$ cat config.mk
export PLATFORM = sky130hd
export DESIGN_NAME = keypad_iface
export DESIGN_NICKNAME = d
export VERILOG_FILES = /design/src/rtl/keypad_iface.sv
export SDC_FILE = /design/constraint.sdc
export NUM_CORES = 1
export LEC_CHECK = 0
export CAP_MARGIN = 10
export CORE_MARGIN = 2
export CORE_UTILIZATION = 54
export CTS_CLUSTER_DIAMETER = 60
export DETAILED_ROUTE_END_ITERATION = 10
export MAX_ROUTING_LAYER = met4
export PLACE_DENSITY = 0.9
export SETUP_SLACK_MARGIN = 0.02
export SLEW_MARGIN = 40
export SYNTH_ARGS = -nofsm -noshare
export SYNTH_HDL_FRONTEND = slang
export SYNTH_SLANG_ARGS = --single-unit
$ cat constraint.sdc
create_clock -name clk_i -period 3.5 [get_ports clk_i]
set_input_delay 0.875 -clock clk_i [delete_from_list [all_inputs] [get_ports clk_i]]
set_output_delay 0.875 -clock clk_i [all_outputs]
set_load 0.03 [all_outputs]
$ cat src/rtl/keypad_iface.sv
// 4x4 matrix keypad scanner with column debouncing and a 4-entry key-code FIFO
// read by the CPU through a single memory-mapped status/data word.
module keypad_iface #(
    parameter int unsigned SCAN_DIV       = 50000,
    parameter int unsigned DEBOUNCE_SCANS = 8
) (
    input  logic        clk_i,
    input  logic        rst_n_i,
    input  logic [3:0]  kb_col_i,
    output logic [3:0]  kb_row_o,
    input  logic        IO_read_i,
    output logic [31:0] IO2cpu_o,
    output logic [3:0]  keyboard_val_o,
    output logic        key_pressed_o
);

    localparam int unsigned DIV_W = (SCAN_DIV > 1) ? $clog2(SCAN_DIV) : 1;
    localparam int unsigned CNT_W = $clog2(DEBOUNCE_SCANS + 1);
    localparam logic [DIV_W-1:0] DIV_LAST = DIV_W'(SCAN_DIV - 1);
    localparam logic [CNT_W-1:0] CNT_DONE = CNT_W'(DEBOUNCE_SCANS);

    typedef enum logic [1:0] {
        ST_SCAN,
        ST_DEBOUNCE,
        ST_HOLD,
        ST_RELEASE
    } state_e;

    logic [3:0]       col_meta_q, col_sync_q;
    logic [DIV_W-1:0] div_q, div_d;
    state_e           state_q, state_d;
    logic [1:0]       row_q, row_d;
    logic [1:0]       col_idx_q, col_idx_d;
    logic [CNT_W-1:0] cnt_q, cnt_d;
    logic [3:0]       key_val_q, key_val_d;
    logic             key_pressed_q, key_pressed_d;

    logic [1:0]       wr_ptr_q, wr_ptr_d;
    logic [1:0]       rd_ptr_q, rd_ptr_d;
    logic [2:0]       count_q, count_d;
    logic             ovf_q, ovf_d;
    logic [3:0]       mem_q [4];

    logic       sample, any_low, col_held, push;
    logic [1:0] first_low;
    logic [3:0] push_code;
    logic       fifo_empty, fifo_full, pop, push_ok;

    assign sample    = (div_q == DIV_LAST);
    assign any_low   = (col_sync_q != 4'hF);
    assign col_held  = ~col_sync_q[col_idx_q];
    assign push_code = {row_q, col_idx_q};

    always_comb begin
        casez (col_sync_q)
            4'b???0: first_low = 2'd0;
            4'b??01: first_low = 2'd1;
            4'b?011: first_low = 2'd2;
            default: first_low = 2'd3;
        endcase
    end

    always_comb begin
        // NOTE: every output gets a default before the case so no path leaves a
        // signal unassigned, which would otherwise infer a latch.
        div_d     = sample ? '0 : div_q + DIV_W'(1);
        state_d   = state_q;
        row_d     = row_q;
        col_idx_d = col_idx_q;
        cnt_d     = cnt_q;
        key_val_d = key_val_q;
        push      = 1'b0;
        if (sample) begin
            case (state_q)
                ST_SCAN: begin
                    if (any_low) begin
                        col_idx_d = first_low;
                        cnt_d     = CNT_W'(1);
                        state_d   = ST_DEBOUNCE;
                    end else begin
                        row_d = row_q + 2'd1;
                    end
                end
                ST_DEBOUNCE: begin
                    if (col_held) begin
                        cnt_d = cnt_q + CNT_W'(1);
                        if (cnt_q + CNT_W'(1) == CNT_DONE) begin
                            push      = 1'b1;
                            key_val_d = push_code;
                            state_d   = ST_HOLD;
                        end
                    end else begin
                        row_d   = row_q + 2'd1;
                        state_d = ST_SCAN;
                    end
                end
                ST_HOLD: begin
                    if (!any_low) begin
                        cnt_d   = CNT_W'(1);
                        state_d = ST_RELEASE;
                    end
                end
                default: begin
                    if (any_low) begin
                        state_d = ST_HOLD;
                    end else begin
                        cnt_d = cnt_q + CNT_W'(1);
                        if (cnt_q + CNT_W'(1) == CNT_DONE) begin
                            row_d   = row_q + 2'd1;
                            state_d = ST_SCAN;
                        end
                    end
                end
            endcase
        end
        key_pressed_d = (state_d == ST_HOLD) || (state_d == ST_RELEASE);
    end

    assign fifo_empty = (count_q == 3'd0);
    assign fifo_full  = (count_q == 3'd4);
    assign pop        = IO_read_i && !fifo_empty;
    // A full FIFO still accepts a push when the same edge pops an entry.
    assign push_ok    = push && (!fifo_full || pop);

    always_comb begin
        wr_ptr_d = push_ok ? wr_ptr_q + 2'd1 : wr_ptr_q;
        rd_ptr_d = pop ? rd_ptr_q + 2'd1 : rd_ptr_q;
        case ({push_ok, pop})
            2'b10:   count_d = count_q + 3'd1;
            2'b01:   count_d = count_q - 3'd1;
            default: count_d = count_q;
        endcase
        if (push && !push_ok) begin
            ovf_d = 1'b1;
        end else if (IO_read_i) begin
            ovf_d = 1'b0;
        end else begin
            ovf_d = ovf_q;
        end
    end

    // NOTE: state is updated with non-blocking assignments so every flop samples
    // the pre-edge values regardless of statement order.
    always_ff @(posedge clk_i) begin
        if (!rst_n_i) begin
            col_meta_q    <= 4'hF;
            col_sync_q    <= 4'hF;
            div_q         <= '0;
            state_q       <= ST_SCAN;
            row_q         <= 2'd0;
            col_idx_q     <= 2'd0;
            cnt_q         <= '0;
            key_val_q     <= 4'd0;
            key_pressed_q <= 1'b0;
            wr_ptr_q      <= 2'd0;
            rd_ptr_q      <= 2'd0;
            count_q       <= 3'd0;
            ovf_q         <= 1'b0;
        end else begin
            col_meta_q    <= kb_col_i;
            col_sync_q    <= col_meta_q;
            div_q         <= div_d;
            state_q       <= state_d;
            row_q         <= row_d;
            col_idx_q     <= col_idx_d;
            cnt_q         <= cnt_d;
            key_val_q     <= key_val_d;
            key_pressed_q <= key_pressed_d;
            wr_ptr_q      <= wr_ptr_d;
            rd_ptr_q      <= rd_ptr_d;
            count_q       <= count_d;
            ovf_q         <= ovf_d;
        end
    end

    // NOTE: the storage array is not reset; the count gates every read, so stale
    // entries are never visible and the array can map onto plain registers/RAM.
    always_ff @(posedge clk_i) begin
        if (push_ok) begin
            mem_q[wr_ptr_q] <= push_code;
        end
    end

    assign kb_row_o       = ~(4'b0001 << row_q);
    assign keyboard_val_o = key_val_q;
    assign key_pressed_o  = key_pressed_q;
    assign IO2cpu_o       = {~fifo_empty, ovf_q, 23'd0, count_q,
                             fifo_empty ? 4'd0 : mem_q[rd_ptr_q]};

endmodule

Word-level counts from Yosys, hierarchy flattened
Memory sizes are Yosys's and may differ from the RTL's. A register that Yosys moved wholly into a read port is not among the register bits.
Cells that the tools add are included.

operators by class
  add/sub/neg operators = 7
  eq/ne operators = 19
  shift operators = 1
  bitwise operators = 6
  mux-type cells = 33
  reductions and logical operators = 18
  $lt $le $gt $ge = 1

operators with widths
  operator                                              number
  2-to-1 mux 2 bit                                      13
  2-to-1 mux 4 bit                                      5
  one-hot mux 2 bit (3 select lines)                    3
  adder 16 x 1 -> 16 bit (second input constant)        1
  equality test 16 bit (second input constant)          1
  one-hot mux 4 bit (3 select lines)                    1
  inequality test 2 bit (second input constant)         5
  2-to-1 mux 1 bit                                      9
  equality test 2 bit (second input constant)           4
  adder 2 x 1 -> 2 bit (second input constant)          3
  equality test 2 x 1 -> 1 bit (second input constant)  3
  one-hot mux 3 bit (2 select lines)                    1
  AND reduction 6 bit                                   1
  NOT 1 bit                                             5
  AND reduction 5 bit                                   1
  adder 4 x 1 -> 4 bit (second input constant)          1
  equality test 4 bit (second input constant)           1
  inequality test 4 bit (second input constant)         1
  NOT 4 bit                                             1
  AND reduction 4 bit                                   1
  nonzero test 2 bit                                    2
  left shift 1 x 2 -> 4 bit (first input constant)      1
  adder 3 x 1 -> 3 bit (second input constant)          1
  equality test 3 x 2 -> 1 bit (second input constant)  1
  other kinds (14)                                      19

word-level totals
  output and inout port bits = 41
  memories kept = 1
  bits in registers = 47
  input port bits = 7
  bits in writable memories = 16

memory list
  name   depth  bits a word  read ports  clocked after memory_dff  wr ports  RTL line  RTL
  mem_q  4      4            1           1                         1         42        logic [3:0] mem_q [4];

Depth between registers and ports, before layout
Gate-level depths: netlist of the first run.

  depth after elaboration = 10
  mapped depth = 12

Worst setup path before layout of the first run
OpenSTA, ideal clock, no wires.

  kind = register -> register
  start point = register col_idx_q[0]
  end point = register count_q[1]
  slack = 0.462 ns
  path buffers = 1
  cell stages (with the launch flop) = 11
  data arrival time = 2.952 ns
  clock period less this slack = 3.038 ns
  required time = 3.414 ns
  path through = dfxtp_1 -> mux4_2 -> a211oi_1 -> nand2_1 -> clkbuf_1 -> nand3_1 -> fa_1 -> nand2b_1 -> nor4b_1 -> a211o_1 -> a211oi_1

between the ends
  cells in the longest elaborated chain, start to end = 8
  elaborated cells on any way between the ends = 10
  those cells by class = eq/ne: 2; mux: 6; reduce/logical: 2

ends and longest elaborated chain
  what                                                                             RTL line  RTL
  from (decl)                                                                      33        logic [1:0] col_idx_q, col_idx_d;
  from (signal assigned)                                                           165       col_idx_q <= col_idx_d;
  binary-select mux 1 bit (select 2 bit) (*)                                       51        assign col_held = ~col_sync_q[col_idx_q];
  2-to-1 mux 1 bit (not written as such) (*)                                       51
  2-to-1 mux 1 bit (*)                                                             85        if (col_held) begin
  2-to-1 mux 1 bit (*)                                                             74        case (state_q)
  2-to-1 mux 1 bit (*)                                                             73        if (sample) begin
  logical AND 1 bit (*)                                                            123       assign push_ok = push && (!fifo_full || pop);
  equality test 2 x 1 -> 1 bit / equality test 2 bit (equally long branches)       128       case ({push_ok, pop})
  one-hot mux 3 bit (2 select lines) / nonzero test 2 bit (equally long branches)  --
  to (signal assigned)                                                             171       count_q <= count_d;
  to (decl)                                                                        40        logic [2:0] count_q, count_d;

Mark *: on every way between the ends. The rest lies on a longest branch, timed or not. The select of a mux whose other input is x is not followed.
A chain may end at the register's enable or synchronous reset.

Worst setup path in the final report of the first run
Ends and elaborated chain as after synthesis.

==> flow_metrics.env, run 1 <==
export IMPL_critPathArrivalTime_ns=3.33
export IMPL_p_per_area_nw_per_um2=416
export IMPL_dp_hpwl_mm=4.21
export IMPL_clkTransAtPathRegs_ns=0.07
export IMPL_reg2reg_depth=9
export IMPL_whs_ns=0.426
export IMPL_layout_nets=370
export IMPL_start_util_pct=55.5
export IMPL_syn_inst=327
export IMPL_critPathCaptureType="flop"
export IMPL_ir_drop_uv=223
export IMPL_synthTopCellsByArea="dfxtp_1, edfxtp_1, buf_4, ha_1, mux4_2"
export IMPL_setup_violations=0
export IMPL_hp_start="col_meta_q[0]"
export IMPL_critPathLaunchType="flop"
export IMPL_drv_cap=0
export IMPL_clkLatencyLatePin_ns=0.35
export IMPL_layout_cells_non_filler=432
export IMPL_drv_slew=0
export IMPL_grt_first_pass_wirelength_mm=9.74
export IMPL_grt_overflow_total=0
export IMPL_drive_above_1_share_pct=9.24
export IMPL_worstHoldPathType="flop to flop"
export IMPL_grt_max_degree=29
export IMPL_clockBufferDepth=2
export IMPL_routed_wirelength_mm=5.95
export IMPL_worstMarginPinSlew_ns=0.867
export IMPL_drtIter0Drc=186
export IMPL_p_seq_share_pct=52.0
export IMPL_syn2layout_area_growth_pct=12.1
export IMPL_dp_cells=416
export IMPL_combPwrFrac_pct=10.6
export IMPL_setup_ws_ns=0.430
export IMPL_status="completed"
export IMPL_via_per_inst=5.43
export IMPL_cts_max_level=3
export IMPL_yosysWarnings=0
export IMPL_ys_seq_elements=65
export IMPL_root_buffer="clkbuf_8"
export IMPL_rsz0062_at_grt="false"
export IMPL_yosysTopAreaCellShare_pct=30.0
export IMPL_ant_nets=0
export IMPL_leakagePower_nw=1.31
export IMPL_rows=28
export IMPL_synth_avg_cell_area_sq_um=10.0
export IMPL_cts_resized=0
export IMPL_max_freq_mhz=326
export IMPL_synth_enable_flop_cells=16
export IMPL_min_period_ns=3.07
export IMPL_ys_seq_area_share_pct=44.7
export IMPL_first_pass_iters=4
export IMPL_synth_most_common_cell="dfxtp_1"
export IMPL_hold_depth=1
export IMPL_crit_required_ns=3.76
export IMPL_pin_count=48
export IMPL_p_clk_share_pct=37.5
export IMPL_dieArea_sq_um=6690
export IMPL_post_cts_buffers=0
export IMPL_switching_share_pct=28.2
export IMPL_cts_tree="done"
export IMPL_fin_setup_tns_ns=0
export IMPL_worstSetupPathType="flop to flop"
export IMPL_cts_sinks=65
export IMPL_ys_top_cells_by_count="dfxtp_1, buf_4, nor2_1"
export IMPL_antenna_found_initial=0
export IMPL_gp_congestion=0.917
export IMPL_r2r_start="col_idx_q[0]"
export IMPL_p_total_mw=1.53
export IMPL_synth_main_ff_cell="dfxtp_1"
export IMPL_portBuffers=24
export IMPL_grt_use_total_pct=20.1
export IMPL_cts_buffers=9
export IMPL_num_antenna_cells=0
export IMPL_coreArea_sq_um=5890
export IMPL_routedWlPerCell_microns=13.8
export IMPL_place_ws_ns=0.472
export IMPL_relSlewSlack_pct=41.5
export IMPL_power_internal_mw=1.10
export IMPL_finalHoldViolations=0
export IMPL_grt_pass1_vias=2127
export IMPL_synth_area_sq_um=3270
export IMPL_finClkSkew_ns=0.00861
export IMPL_hold_buffers=0
export IMPL_die_w_microns=81.8
export IMPL_die_h_microns=81.8
export IMPL_yosys_area_top_type="dfxtp_1"
export IMPL_crit_path_max_fanout=7
export IMPL_setup_worst_path_start="col_idx_q[0]"
export IMPL_synthDistinctLibCells=53
export IMPL_fin_crit_sh_pct=87.7
export IMPL_p_sw_mw=0.430
export IMPL_num_vias=2345
export IMPL_async_flop_share_pct=0
export IMPL_drc=0
-- metrics by stage --
stage | area [sq um] | utilization, %
2_1_floorplan | 3350 | -
3_3_place_gp | 3490 | 59.2
3_5_place_dp | 3490 | 59.2
4_1_cts | 3660 | 62.3
5_1_grt | 3660 | 62.3
6_report | 3660 | 62.3
-- sequential cells by signal, summed over array words and instances, names as in the netlist, named ones only --
name	count
div_q	16
mem_q	16
cnt_q	4
col_meta_q	4
col_sync_q	4
keyboard_val_o	4
count_q	3
col_idx_q	2
rd_ptr_q	2
row_q	2
state_q	2
wr_ptr_q	2
key_pressed_o	1
ovf_q	1
-- worst max-delay path, stage by stage (launching register included) --
cell      delay [ns]
dfxtp_1         0.45
mux4_2          0.61
a211oi_1        0.32
nand2_1         0.14
nand3_1         0.14
fa_1            0.41
nand2b_1        0.20
nor4b_1         0.18
a211o_1         0.28
a211oi_1        0.24
-- final timing paths --
| check | endpoint | slack, ns |
|---|---|---|
| setup / recovery | count_q[1] | 0.43 |
| hold / removal | col_sync_q[0] | 0.43 |
| setup reg to reg | count_q[1] | 0.43 |
| hold reg to reg | col_sync_q[0] | 0.43 |
-- final cells by class --
class / instances / area [sq um]
Clock buffer: 9 / 124
Clock inverter: 7 / 53.8
Fill cell: 463 / 2220
Inverter: 12 / 45.0
Multi-Input combinational cell: 237 / 1620
Sequential cell: 65 / 1460
Tap cell: 75 / 93.8
Timing Repair Buffer: 27 / 263
-- power by group through the flow --
stage	registers, mW	clock network (mW)	logic, mW
after floorplan	0.811	0	0.137
after global placement	0.810	0	0.156
after detailed placement	0.811	0	0.160
after CTS	0.793	0.583	0.161
after global routing	0.796	0.616	0.176
final	0.793	0.572	0.161
-- cells in the final DEF (no fill, tap or decap), drive strengths merged, types with 3 or more instances in the layout --
cell	count
buf	3
or4	3
a21boi	10
a21oi	5
inv	14
or4b	3
nor4b	4
edfxtp	16
nor2b	4
o21ai	9
ha	10
xor2	7
and2	15
xnor2	10
and3	8
clkdlybuf4s50	24
nand2	23
nand3	16
nor2	24
nand4b	3
or3	3
clkbuf	9
dfxtp	49
nand4	6
and4	3
clkinvlp	4
nor4	3
o21a	4
nand2b	14
conb	23
mux4	5
-- logic make-up (layout without fill, tap and decap cells) --
| family | count (synthesis) | in the layout | synth area share (%) |
|---|---|---|---|
| and+or+nand+nor | 139 | 139 | 25.6 |
| DFF | 65 | 65 | 44.7 |
| buffers and inverters | 47 | 55 | 8.15 |
| AOI/OAI and AO/OA | 41 | 41 | 8.69 |
| xor gates and xnor gates | 17 | 17 | 4.55 |
| adders and majority gates | 11 | 11 | 4.44 |
| muxes | 6 | 6 | 3.75 |
| other | 1 | 23 | 0.115 |
-- routing by layer --
layer  GRT usage (%)  wire, microns  up-vias
li1                -              -     1154
met1            24.6           2530     1074
met2            31.1           2870      103
met3            4.07            423       14
met4            11.3            128        0
met5               -              0        -
(Power assumes the default switching activity.)
==> run 2: changes to the inputs <==
SETUP_SLACK_MARGIN = 0.15   (was 0.02)
SLEW_MARGIN = not set   (was 40)
==> results of run 2 <==
Same layout as run 1: the final DEF is identical, and so are final timing and power.
==> run 3: changes to the inputs <==
SKIP_LAST_GASP = 1   (was not set)
==> results of run 3 <==
Same layout as run 1: the final DEF is identical, and so are final timing and power.
